==> config.mk <==
export PLATFORM = sky130hd
export DESIGN_NAME = fp_seq_unit
export DESIGN_NICKNAME = d
export VERILOG_FILES = /design/src/rtl/fp_pkg.sv /design/src/rtl/fp_round.sv /design/src/rtl/fp_seq_unit.sv
export SDC_FILE = /design/constraint.sdc
export NUM_CORES = 1
export LEC_CHECK = 0
export BUFFER_PORTS_ARGS = -buffer_cell sky130_fd_sc_hd__buf_4
export CORE_MARGIN = 1.5
export CORE_UTILIZATION = 40
export DETAILED_ROUTE_END_ITERATION = 8
export GPL_TIMING_DRIVEN = 0
export PLACE_DENSITY = 0.56
export SETUP_SLACK_MARGIN = 0.5
export SYNTH_ARGS = -nofsm -noshare
export SYNTH_HDL_FRONTEND = slang
export SYNTH_SLANG_ARGS = --single-unit
==> constraint.sdc <==
create_clock -name clk -period 20.6 [get_ports clk]
set_clock_uncertainty 0.05 [all_clocks]
set_input_delay 2.06 -clock clk [delete_from_list [all_inputs] [get_ports clk]]
set_output_delay 2.06 -clock clk [all_outputs]
set_load 0.005 [all_outputs]
==> src/rtl/fp_pkg.sv <==
// fp_pkg
// Shared definitions for the sequential floating-point unit:
//   - opcode values presented on the op port
//   - FSM state encoding used by fp_seq_unit
//   - builders for the canonical quiet-NaN and infinity bit patterns at any
//     exponent/fraction width (callers slice the low 1+exp_w+man_w bits)
package fp_pkg;

    localparam logic [1:0] OP_ADD = 2'b00;
    localparam logic [1:0] OP_SUB = 2'b01;
    localparam logic [1:0] OP_MUL = 2'b10;

    localparam logic [3:0] S_IDLE    = 4'd0;
    localparam logic [3:0] S_UNPACK  = 4'd1;
    localparam logic [3:0] S_SPECIAL = 4'd2;
    localparam logic [3:0] S_ALIGN   = 4'd3;
    localparam logic [3:0] S_ADD     = 4'd4;
    localparam logic [3:0] S_MUL     = 4'd5;
    localparam logic [3:0] S_NORM    = 4'd6;
    localparam logic [3:0] S_ROUND   = 4'd7;
    localparam logic [3:0] S_DONE    = 4'd8;

    // Widest packed format the builders can describe.
    localparam int FP_MAX_W = 128;

    // Quiet NaN: sign 0, exponent all ones, fraction MSB set, rest clear.
    function automatic logic [FP_MAX_W-1:0] fp_qnan(input int exp_w, input int man_w);
        logic [FP_MAX_W-1:0] v;
        v = '0;
        for (int i = 0; i < FP_MAX_W; i++) begin
            if (i >= man_w - 1 && i < man_w + exp_w)
                v[i] = 1'b1;
        end
        return v;
    endfunction

    // Infinity: exponent all ones, fraction zero, caller-chosen sign.
    function automatic logic [FP_MAX_W-1:0] fp_inf(input logic sign, input int exp_w, input int man_w);
        logic [FP_MAX_W-1:0] v;
        v = '0;
        for (int i = 0; i < FP_MAX_W; i++) begin
            if (i >= man_w && i < man_w + exp_w)
                v[i] = 1'b1;
            else if (i == man_w + exp_w)
                v[i] = sign;
        end
        return v;
    endfunction

endpackage

==> src/rtl/fp_round.sv <==
// fp_round
// Combinational round-to-nearest-even and packing stage.
// Ports:
//   sign    in   result sign
//   exp_in  in   biased exponent, signed EXP_W+2 bits (may be out of range)
//   mant    in   normalised significand {hidden, frac, G, R, S}
//   result  out  packed {sign, exp, frac}
//   ovf     out  exponent overflowed to infinity
//   unf     out  exponent underflowed, result flushed to zero
//   inx     out  result is not exact
module fp_round
    import fp_pkg::*;
#(
    parameter int EXP_W = 8,
    parameter int MAN_W = 23
) (
    input  logic                     sign,
    input  logic signed [EXP_W+1:0]  exp_in,
    input  logic [MAN_W+3:0]         mant,
    output logic [EXP_W+MAN_W:0]     result,
    output logic                     ovf,
    output logic                     unf,
    output logic                     inx
);

    localparam int W = 1 + EXP_W + MAN_W;
    localparam logic [FP_MAX_W-1:0] INF_FULL = fp_inf(1'b0, EXP_W, MAN_W);
    localparam logic [W-2:0] INF_MAG = INF_FULL[W-2:0];
    localparam logic signed [EXP_W+1:0] EXP_ALL_ONES = {2'b00, {EXP_W{1'b1}}};

    logic                    lsb;
    logic                    g;
    logic                    rb;
    logic                    s;
    logic                    round_up;
    logic [MAN_W+1:0]        sig;
    logic signed [EXP_W+1:0] exp_fin;

    // A carry out of the rounded significand leaves it as 10...0, so the
    // fraction bits are already zero and only the exponent needs bumping.
    always_comb begin
        lsb      = mant[3];
        g        = mant[2];
        rb       = mant[1];
        s        = mant[0];
        round_up = g & (rb | s | lsb);
        sig      = {1'b0, mant[MAN_W+3:3]} + {{(MAN_W+1){1'b0}}, round_up};
        exp_fin  = exp_in + {{(EXP_W+1){1'b0}}, sig[MAN_W+1]};

        result = {sign, exp_fin[EXP_W-1:0], sig[MAN_W-1:0]};
        ovf    = 1'b0;
        unf    = 1'b0;
        inx    = g | rb | s;

        if (exp_fin >= EXP_ALL_ONES) begin
            result = {sign, INF_MAG};
            ovf    = 1'b1;
            inx    = 1'b1;
        end else if (exp_fin[EXP_W+1] || exp_fin == '0) begin
            result = {sign, {(W-1){1'b0}}};
            unf    = 1'b1;
            inx    = 1'b1;
        end
    end

endmodule

==> src/rtl/fp_seq_unit.sv <==
// fp_seq_unit
// Multi-cycle floating-point add / subtract / multiply with round-to-nearest-
// even, zero/inf/NaN handling and status flags. One operation at a time.
// Ports:
//   clk    in   rising-edge clock
//   rst    in   asynchronous active-high reset
//   a, b   in   operands {sign, exp, frac}
//   op     in   00 add, 01 sub (a-b), 10 mul, 11 behaves as add
//   start  in   request, only looked at while idle
//   busy   out  operation in progress
//   done   out  one-cycle pulse when r and flags are fresh
//   r      out  result, held until the next done
//   ovf    out  overflow flag
//   unf    out  underflow / flush-to-zero flag
//   inx    out  inexact flag
module fp_seq_unit
    import fp_pkg::*;
#(
    parameter int EXP_W = 8,
    parameter int MAN_W = 23
) (
    input  logic                 clk,
    input  logic                 rst,
    input  logic [EXP_W+MAN_W:0] a,
    input  logic [EXP_W+MAN_W:0] b,
    input  logic [1:0]           op,
    input  logic                 start,
    output logic                 busy,
    output logic                 done,
    output logic [EXP_W+MAN_W:0] r,
    output logic                 ovf,
    output logic                 unf,
    output logic                 inx
);

    localparam int W     = 1 + EXP_W + MAN_W;
    localparam int N     = MAN_W + 1;
    localparam int MW    = MAN_W + 4;
    localparam int XW    = EXP_W + 2;
    localparam int CNT_W = $clog2(N + 1);

    localparam logic [FP_MAX_W-1:0] QNAN_FULL = fp_qnan(EXP_W, MAN_W);
    localparam logic [FP_MAX_W-1:0] INF_FULL  = fp_inf(1'b0, EXP_W, MAN_W);
    localparam logic [W-1:0]        QNAN      = QNAN_FULL[W-1:0];
    localparam logic [W-2:0]        INF_MAG   = INF_FULL[W-2:0];
    localparam logic signed [XW-1:0] BIAS     = {3'b000, {(EXP_W-1){1'b1}}};
    localparam logic [EXP_W-1:0]    MAX_SHIFT = EXP_W'(MAN_W + 3);

    logic [3:0]           state;
    logic [W-1:0]         a_q;
    logic [W-1:0]         b_q;
    logic [1:0]           op_q;
    logic [MW-1:0]        big_m;
    logic [MW-1:0]        small_m;
    logic                 big_s;
    logic                 small_s;
    logic [EXP_W-1:0]     diff;
    logic [MW:0]          man;
    logic signed [XW-1:0] exp_q;
    logic                 sign_q;
    logic [2*N-1:0]       prod;
    logic [CNT_W-1:0]     cnt;

    logic                 sa;
    logic                 sb;
    logic                 sb_eff;
    logic                 is_mul;
    logic [EXP_W-1:0]     ea;
    logic [EXP_W-1:0]     eb;
    logic [MAN_W-1:0]     fa;
    logic [MAN_W-1:0]     fb;
    logic signed [XW-1:0] ea_x;
    logic signed [XW-1:0] eb_x;
    logic                 a_zero;
    logic                 b_zero;
    logic                 a_inf;
    logic                 b_inf;
    logic                 a_nan;
    logic                 b_nan;
    logic                 any_special;
    logic [W-1:0]         special_res;

    logic [MW:0]          add_res;
    logic                 add_sign;
    logic [N:0]           mul_sum;
    logic [2*N-1:0]       prod_next;
    logic [MW:0]          mul_man;

    logic [W-1:0]         rnd_res;
    logic                 rnd_ovf;
    logic                 rnd_unf;
    logic                 rnd_inx;

    assign sa     = a_q[W-1];
    assign sb     = b_q[W-1];
    assign ea     = a_q[W-2:MAN_W];
    assign eb     = b_q[W-2:MAN_W];
    assign fa     = a_q[MAN_W-1:0];
    assign fb     = b_q[MAN_W-1:0];
    assign ea_x   = $signed({2'b00, ea});
    assign eb_x   = $signed({2'b00, eb});
    assign is_mul = (op_q == OP_MUL);
    // Subtraction is addition with b's sign flipped.
    assign sb_eff = sb ^ (op_q == OP_SUB);

    // Denormals (exp==0) are treated as zero regardless of fraction.
    assign a_zero = (ea == '0);
    assign b_zero = (eb == '0);
    assign a_inf  = (ea == '1) && (fa == '0);
    assign b_inf  = (eb == '1) && (fb == '0);
    assign a_nan  = (ea == '1) && (fa != '0);
    assign b_nan  = (eb == '1) && (fb != '0);
    assign any_special = a_zero | b_zero | a_inf | b_inf | a_nan | b_nan;

    always_comb begin
        special_res = QNAN;
        if (a_nan || b_nan) begin
            special_res = QNAN;
        end else if (is_mul) begin
            if ((a_inf && b_zero) || (a_zero && b_inf))
                special_res = QNAN;
            else if (a_inf || b_inf)
                special_res = {sa ^ sb, INF_MAG};
            else
                special_res = {sa ^ sb, {(W-1){1'b0}}};
        end else begin
            if (a_inf && b_inf)
                special_res = (sa == sb_eff) ? {sa, INF_MAG} : QNAN;
            else if (a_inf)
                special_res = {sa, INF_MAG};
            else if (b_inf)
                special_res = {sb_eff, INF_MAG};
            else if (a_zero && b_zero)
                special_res = {sa & sb_eff, {(W-1){1'b0}}};
            else if (a_zero)
                special_res = {sb_eff, b_q[W-2:0]};
            else
                special_res = a_q;
        end
    end

    // Magnitude add/subtract of the aligned significands. For unlike signs the
    // smaller magnitude is taken from the larger so the result is never negative.
    always_comb begin
        add_res  = '0;
        add_sign = big_s;
        if (big_s == small_s) begin
            add_res = {1'b0, big_m} + {1'b0, small_m};
        end else if (big_m >= small_m) begin
            add_res = {1'b0, big_m - small_m};
        end else begin
            add_res  = {1'b0, small_m - big_m};
            add_sign = small_s;
        end
    end

    // One shift-add step: the multiplier sits in the low half of prod and is
    // consumed LSB first while partial sums enter from the top.
    always_comb begin
        mul_sum   = {1'b0, prod[2*N-1:N]} + (prod[0] ? {1'b0, big_m[MW-1:3]} : {(N+1){1'b0}});
        prod_next = {mul_sum, prod[N-1:1]};
        mul_man   = {prod_next[2*N-1:MAN_W-2], |prod_next[MAN_W-3:0]};
    end

    fp_round #(
        .EXP_W (EXP_W),
        .MAN_W (MAN_W)
    ) u_round (
        .sign   (sign_q),
        .exp_in (exp_q),
        .mant   (man[MW-1:0]),
        .result (rnd_res),
        .ovf    (rnd_ovf),
        .unf    (rnd_unf),
        .inx    (rnd_inx)
    );

    // Main sequencer. Results and done are written on the edge that enters
    // DONE, so done is high during the DONE cycle and start cannot be
    // accepted until the IDLE cycle that follows.
    always_ff @(posedge clk or posedge rst) begin
        if (rst) begin
            state   <= S_IDLE;
            a_q     <= '0;
            b_q     <= '0;
            op_q    <= '0;
            big_m   <= '0;
            small_m <= '0;
            big_s   <= 1'b0;
            small_s <= 1'b0;
            diff    <= '0;
            man     <= '0;
            exp_q   <= '0;
            sign_q  <= 1'b0;
            prod    <= '0;
            cnt     <= '0;
            busy    <= 1'b0;
            done    <= 1'b0;
            r       <= '0;
            ovf     <= 1'b0;
            unf     <= 1'b0;
            inx     <= 1'b0;
        end else begin
            done <= 1'b0;
            case (state)
                S_IDLE: begin
                    if (start) begin
                        a_q   <= a;
                        b_q   <= b;
                        op_q  <= op;
                        busy  <= 1'b1;
                        state <= S_UNPACK;
                    end
                end

                S_UNPACK: begin
                    if (any_special) begin
                        state <= S_SPECIAL;
                    end else if (is_mul) begin
                        big_m  <= {1'b1, fa, 3'b000};
                        prod   <= {{N{1'b0}}, 1'b1, fb};
                        cnt    <= '0;
                        exp_q  <= ea_x + eb_x - BIAS;
                        sign_q <= sa ^ sb;
                        state  <= S_MUL;
                    end else begin
                        // On equal exponents b is the one marked for shifting.
                        if (ea >= eb) begin
                            big_m   <= {1'b1, fa, 3'b000};
                            big_s   <= sa;
                            small_m <= {1'b1, fb, 3'b000};
                            small_s <= sb_eff;
                            diff    <= ea - eb;
                            exp_q   <= ea_x;
                        end else begin
                            big_m   <= {1'b1, fb, 3'b000};
                            big_s   <= sb_eff;
                            small_m <= {1'b1, fa, 3'b000};
                            small_s <= sa;
                            diff    <= eb - ea;
                            exp_q   <= eb_x;
                        end
                        state <= S_ALIGN;
                    end
                end

                S_SPECIAL: begin
                    r     <= special_res;
                    ovf   <= 1'b0;
                    unf   <= 1'b0;
                    inx   <= 1'b0;
                    done  <= 1'b1;
                    busy  <= 1'b0;
                    state <= S_DONE;
                end

                S_ALIGN: begin
                    if (diff == '0) begin
                        state <= S_ADD;
                    end else if (diff > MAX_SHIFT) begin
                        // Everything would be shifted past S: only stickiness survives.
                        small_m <= {{(MW-1){1'b0}}, 1'b1};
                        diff    <= '0;
                        state   <= S_ADD;
                    end else begin
                        small_m <= {1'b0, small_m[MW-1:2], small_m[1] | small_m[0]};
                        diff    <= diff - EXP_W'(1);
                    end
                end

                S_ADD: begin
                    if (add_res == '0) begin
                        r     <= '0;
                        ovf   <= 1'b0;
                        unf   <= 1'b0;
                        inx   <= 1'b0;
                        done  <= 1'b1;
                        busy  <= 1'b0;
                        state <= S_DONE;
                    end else begin
                        man    <= add_res;
                        sign_q <= add_sign;
                        state  <= S_NORM;
                    end
                end

                S_MUL: begin
                    prod <= prod_next;
                    cnt  <= cnt + CNT_W'(1);
                    if (cnt == CNT_W'(N - 1)) begin
                        man   <= mul_man;
                        state <= S_NORM;
                    end
                end

                S_NORM: begin
                    if (man[MW]) begin
                        man   <= {1'b0, man[MW:2], man[1] | man[0]};
                        exp_q <= exp_q + XW'(1);
                        state <= S_ROUND;
                    end else if (man[MW-1]) begin
                        state <= S_ROUND;
                    end else begin
                        // Left shift keeps S sticky rather than clearing it.
                        man   <= {man[MW-1:0], man[0]};
                        exp_q <= exp_q - XW'(1);
                    end
                end

                S_ROUND: begin
                    r     <= rnd_res;
                    ovf   <= rnd_ovf;
                    unf   <= rnd_unf;
                    inx   <= rnd_inx;
                    done  <= 1'b1;
                    busy  <= 1'b0;
                    state <= S_DONE;
                end

                S_DONE: begin
                    state <= S_IDLE;
                end

                default: begin
                    state <= S_IDLE;
                end
            endcase
        end
    end

endmodule

# After elaboration in Yosys (flattened, before gate mapping)

Cells that the tools add are included.

Flip-flop bits (word level): 263
Word-level logic and storage cells: 205
Output and inout bits: 37
Bits of input ports: 69

$add $sub $neg: 14
Equality and inequality tests: 26
Bitwise gates (word level): 16
Order comparisons: 4
Multiplexer cells: 79
Reduce and logical (&&, ||, !) cells: 44

Operator list:

| cell                                | count |
|---|---|
| two-way mux 32 bit                  | 10 |
| two-way mux 27 bit                  | 6 |
| two-way mux 26 bit                  | 4 |
| two-way mux 48 bit                  | 2 |
| one-hot mux 32 bit (3 select lines) | 1 |
| one-hot mux 48 bit (2 select lines) | 1 |
| two-way mux 31 bit                  | 3 |
| two-way mux 28 bit                  | 3 |
| one-hot mux 28 bit (3 select lines) | 1 |
| one-hot mux 27 bit (2 select lines) | 1 |
| subtractor 27 bit                   | 2 |
| two-way mux 8 bit                   | 6 |
| zero test 23 bit                    | 2 |
| nonzero test 23 bit                 | 2 |
| two-way mux 10 bit                  | 4 |
| adder 27 x 27 -> 28 bit             | 1 |
| zero test 28 bit                    | 1 |
| two-way mux 4 bit                   | 7 |
| one-hot mux 4 bit (7 select lines)  | 1 |
| greater-or-equal comparator 27 bit  | 1 |
| adder 24 x 1 -> 25 bit              | 1 |
| adder 24 x 24 -> 25 bit             | 1 |
| zero test 8 bit                     | 3 |
| two-way mux 24 bit                  | 1 |
| 44 further kinds                    | 118 |

# Longest topological paths before layout

Depth in word-level cells: 10
Depth in mapped cells: 23
Gate-level depth less buffers: 20

# Hierarchy

Synthesis repeated with hierarchy kept, for this count alone.

Cells, all modules: 2,326
Area, all modules: 19,871.6 µm²

Modules (own cells, without submodules):

| module      | area an instance (µm²) | times used | cells an instance | sequential area each (µm²) |
|---|---|---|---|---|
| fp_seq_unit | 18,888.1               | 1          | 2,171             | 6,506.2 |
| fp_round    | 983.4                  | 1          | 155               | 0.0 |

# Worst setup path after synthesis

No wires, ideal clock.

Kind: flip-flop to flip-flop
Start: register man[2]
End: register r[23]
Buffers on the path: 1
Clock period less this slack: 4.186 ns
Cell stages (with the launch flop): 22
Library setup time: 0.125 ns
Required time: 20.425 ns
Path slack: 16.414 ns
Arrival: 4.012 ns
Cells stage by stage: dfrtp_1 and2_1 ha_1 nand2_1 nor2_1 and3_1 clkbuf_1 nand3_1 nor2_1 and3_1 ha_1 ha_1 nand3_1 xor2_1 nor4_1 or2_2 a31oi_1 a41oi_1 and3_1 a21oi_1 o221ai_1 mux2_2

Longest elaborated chain between the ends: 8
Elaborated cells on any way between the ends: 9
Those cells by class: 2 x add/sub; 1 x order compare; 3 x mux; 1 x bitwise; 2 x reduce/logical

RTL lines:

| item                                                                                                | RTL line           | RTL |
|---|---|---|
| from (decl)                                                                                         | fp_seq_unit.sv:58  | `logic [MW:0] man;` |
| from (signal assigned)                                                                              | fp_seq_unit.sv:281 | `man <= add_res;` |
| from (signal assigned)                                                                              | fp_seq_unit.sv:291 | `man <= mul_man;` |
| from (signal assigned)                                                                              | fp_seq_unit.sv:298 | `man <= {1'b0, man[MW:2], man[1] \| man[0]};` |
| bitwise AND 1 bit (*)                                                                               | fp_round.sv:46     | `round_up = g & (rb \| s \| lsb);` |
| adder 24 x 1 -> 25 bit (*)                                                                          | fp_round.sv:47     | `sig = {1'b0, mant[MAN_W+3:3]} + {{(MAN_W+1){1'b0}}, round_up};` |
| adder 10 x 1 -> 10 bit (*)                                                                          | fp_round.sv:48     | `exp_fin = exp_in + {{(EXP_W+1){1'b0}}, sig[MAN_W+1]};` |
| parallel branches: the longest is 3 deep, another holds greater-or-equal comparator 10 x 9 -> 1 bit | -                  |  |
| two-way mux 31 bit (*)                                                                              | fp_round.sv:55     | `if (exp_fin >= EXP_ALL_ONES) begin` |
| one-hot mux 32 bit (3 select lines) (*)                                                             | fp_seq_unit.sv:205 | `case (state)` |
| to (signal assigned)                                                                                | fp_seq_unit.sv:248 | `r <= special_res;` |
| to (signal assigned)                                                                                | fp_seq_unit.sv:311 | `r <= rnd_res;` |
| to (decl)                                                                                           | fp_seq_unit.sv:30  | `output logic [EXP_W+MAN_W:0] r,` |

Every way passes the cells marked *.
A chain may end at the register's enable or synchronous reset.

# Worst setup path in the final report

Start: register big_m[4]
End: register man[9]

Longest elaborated chain between the ends: 6
Elaborated cells on any way between the ends: 14
Those cells by class: 4 x add/sub; 1 x order compare; 1 x eq/ne; 6 x mux; 2 x reduce/logical

RTL lines:

| item                                            | RTL line           | RTL |
|---|---|---|
| from (decl)                                     | fp_seq_unit.sv:53  | `logic [MW-1:0] big_m;` |
| from (signal assigned)                          | fp_seq_unit.sv:220 | `big_m <= {1'b1, fa, 3'b000};` |
| from (signal assigned)                          | fp_seq_unit.sv:229 | `big_m <= {1'b1, fa, 3'b000};` |
| from (signal assigned)                          | fp_seq_unit.sv:236 | `big_m <= {1'b1, fb, 3'b000};` |
| subtractor 27 bit, or another cell as far along | fp_seq_unit.sv:152 | `add_res = {1'b0, small_m - big_m};` |
| two-way mux 27 bit                              | fp_seq_unit.sv:149 | `end else if (big_m >= small_m) begin` |
| two-way mux 28 bit                              | fp_seq_unit.sv:147 | `if (big_s == small_s) begin` |
| zero test 28 bit                                | fp_seq_unit.sv:272 | `if (add_res == '0) begin` |
| inequality test 2 bit (no source line)          | -                  |  |
| AND reduction 4 bit (no source line)            | -                  |  |

Several ways; a longest one is shown, not always the timed one. The select of a mux whose other input is x is not followed.

==> metrics.cfg <==
[cts]
cts.clk_slew.worst_paths_ns=0.06
cts_root_buf=clkbuf_16
cts.sinks=260
clock_path_buffers=3
hold_buffers=0
clk-insertion-delay-late_ns=0.59
cts_setup_buffers=0
post_cts_resized=0
numCtsBuffers=31
h-tree-depth=1
cts_tree=yes

[worst_hold_path]
hold_class=flip-flop to flip-flop
hp-start=r[15]$_DFFE_PP0P_

[logic_synthesis]
synth.area.top_cells=dfrtp_1 32%, ha_1 8.8%, a21oi_1 6.4%, nand2_1 5.0%, mux2_2 4.0%
synthesis.nets=2679
syn_area_per_cell_um2=8.29
synth.cell_area_um2=20400
synth.distinct_cells=90
ys_ff_latch=260
yosysWarnings=0
yosysTopAreaCellShare=0.319
synth_commonest_cells=271 x nand2_1, 262 x a21oi_1, 260 x dfrtp_1
synth_ff_type=dfrtp_1
synth_largest_area_cell=dfrtp_1
synth_cells=2459
synth_edf_count=0
async_flop_share=1.00
synth.most_common_cell=nand2_1
yosysSeqAreaShare=0.319

[critical_path]
start_kind=flip-flop
path_class=flip-flop to flip-flop
critical_path_required_ns=21.05
critPathLaunch=big_m[4]$_DFFE_PP0P_
crit_arrival_ns=6.29
cp-end-kind=flip-flop
r2r_start=big_m[4]$_DFFE_PP0P_
cp_max_fo=10

[sta]
fin_tns_setup_ns=0
period_minus_slack_ns=5.84
rsz0062_at_grt=no
relSlewSlack=0.128
setup_viol=0
final-max-slew-violation-count=0
min_period_over_period=0.283
clock.fmax_ghz=0.171
hold_viol=0
worst_slew_pin_slew_ns=1.30

[floorplan]
placementRows=82
die_w_um=229
core-area_um2=50300
ios=106
initial_core_util=0.406
die_area_um2=52400
die_h_um=229

[final_layout]
drive_above_1_share=0.118
area_growth_pct=13.6
n_fill_cell=5005
finalNetCount=2820

[run_status]
outcome=complete, no violations

[global_routing]
grt_pass1_wl_mm=122
antenna_found_initial=1
grt_max_degree=105
grt_util_all_layers=0.305
grt_pass1_vias=19200
grt-ovfl-total=0

[detailed_routing]
ant_nets=0
vias=20000
avgRoutedWirePerCell_um=24.9
routed_wl_mm=82.1
drt_iter0_drc=1946
avgViaCountPerCell=6.06
firstDrtPassIters=7
drc=0

[place]
dp_hpwl_mm=65.5
gp_congestion=0.945
port_buffers=105

[job]
maxCapViolCount=0

-- critical path: stages, from the launching register on --
cell and delay, ns:
dfrtp_1 0.64, inv_1 0.09, ha_1 0.29, clkbuf_1 0.20, nand4b_1 0.31, nor4_1 0.11
a31oi_1 0.40, o21ai_2 0.20, nor2_2 0.54, nor3_1 0.15, nor4_1 0.82, o2111ai_1 0.22
nand4bb_1 0.42, nor2_1 0.52, nand2_1 0.32, buf_2 0.30, a31oi_1 0.16
-- stage by stage --
step                      cell area (µm²)   util  hold WS [ns]  cells  setup slack, ns
after global routing                23200  0.461         0.450   3295            14.46
after global placement              22000  0.438         0.416   3236             8.01
after detailed placement            22100  0.439         0.417   3238            14.95
final                               23200  0.461         0.429   3296            14.76
after CTS                           23100  0.460         0.431   3294            14.92
after floorplan                     20400      -         0.402   2459            11.33
-- metal layers --
metal  GRT usage  share of wire  up-vias
li1            -              -     9196
met1       0.411           0.44     9856
met2       0.483           0.45      749
met3      0.0362          0.057      173
met4       0.156          0.060        2
met5           0        0.00016        -
-- cell usage in the layout (no fill, tap or decap), types with 13 or more instances in the layout --
cell,synthesis,routed
clkbuf_16,0,31
a31oi_1,38,38
a22oi_1,19,19
nor4_1,23,23
dfrtp_1,260,260
mux2_2,73,73
a21o_1,53,53
nand4_1,30,30
nor3_1,52,52
a211oi_1,53,53
nor2_1,192,192
o21bai_1,20,20
o211ai_1,20,20
o22ai_1,28,28
and3_1,29,29
o31ai_1,16,16
or3_1,14,14
inv_1,141,140
ha_1,144,144
nand2b_1,18,18
nand3_1,63,63
xor2_1,28,28
o21a_1,14,14
and2_1,33,33
a211oi_2,19,19
nand2_1,271,271
a21oi_1,262,262
o21ai_0,117,117
buf_2,13,13
clkbuf_1,112,116
mux2i_1,34,34
buf_4,4,109
xnor2_1,54,54
-- registers in the layout, summed over array words and instances, names as in the netlist, 5 cells and up --
name	count
man	28
prod	48
exp_q	10
diff	8
big_m	24
r	32
small_m	27
cnt	5
b_q	32
a_q	32
-- cell type report --
type | instances | area [µm²] | share of cell area
clock inverter | 15 | 189 | 0.00816
inverter | 141 | 537 | 0.0232
multi-input combinational | 1916 | 12800 | 0.551
sequential | 260 | 6510 | 0.281
antenna | 1 | 2.50 | 0.000108
clock buffer | 41 | 873 | 0.0377
timing repair buffer | 108 | 851 | 0.0367
buffer | 142 | 609 | 0.0263
tap | 672 | 841 | 0.0363
-- final timing paths --
check | end | slack [ns] | cells after the start
worst max-delay path | man[9]$_DFFE_PP0P_ | 14.76 | 16
worst min-delay path | r[15]$_DFFE_PP0P_ | 0.43 | 1
worst max register to register | man[9]$_DFFE_PP0P_ | 14.76 | 16
worst min register to register | r[15]$_DFFE_PP0P_ | 0.43 | 1
max in group asynchronous | man[10]$_DFFE_PP0P_ | 17.66 | 4
min in group asynchronous | prod[14]$_DFFE_PP0P_ | 1.49 | 2
-- kinds of logic (layout without fill, tap and decap cells) --
kind of cell,after synthesis,after routing,share of synthesized area
flip-flops,260,260,0.319
XOR/XNOR,82,82,0.0352
adder cells (fa/ha/maj),151,151,0.0952
buffers and inverters,283,447,0.0558
AO/OA/AOI/OAI,783,783,0.253
AND/OR/NAND/NOR,793,793,0.185
other,0,1,0
multiplexers,107,107,0.0570
Power is left out: the tool's default activity adds up to more than one toggle a clock period on the data nets, which glitch-free logic cannot reach.
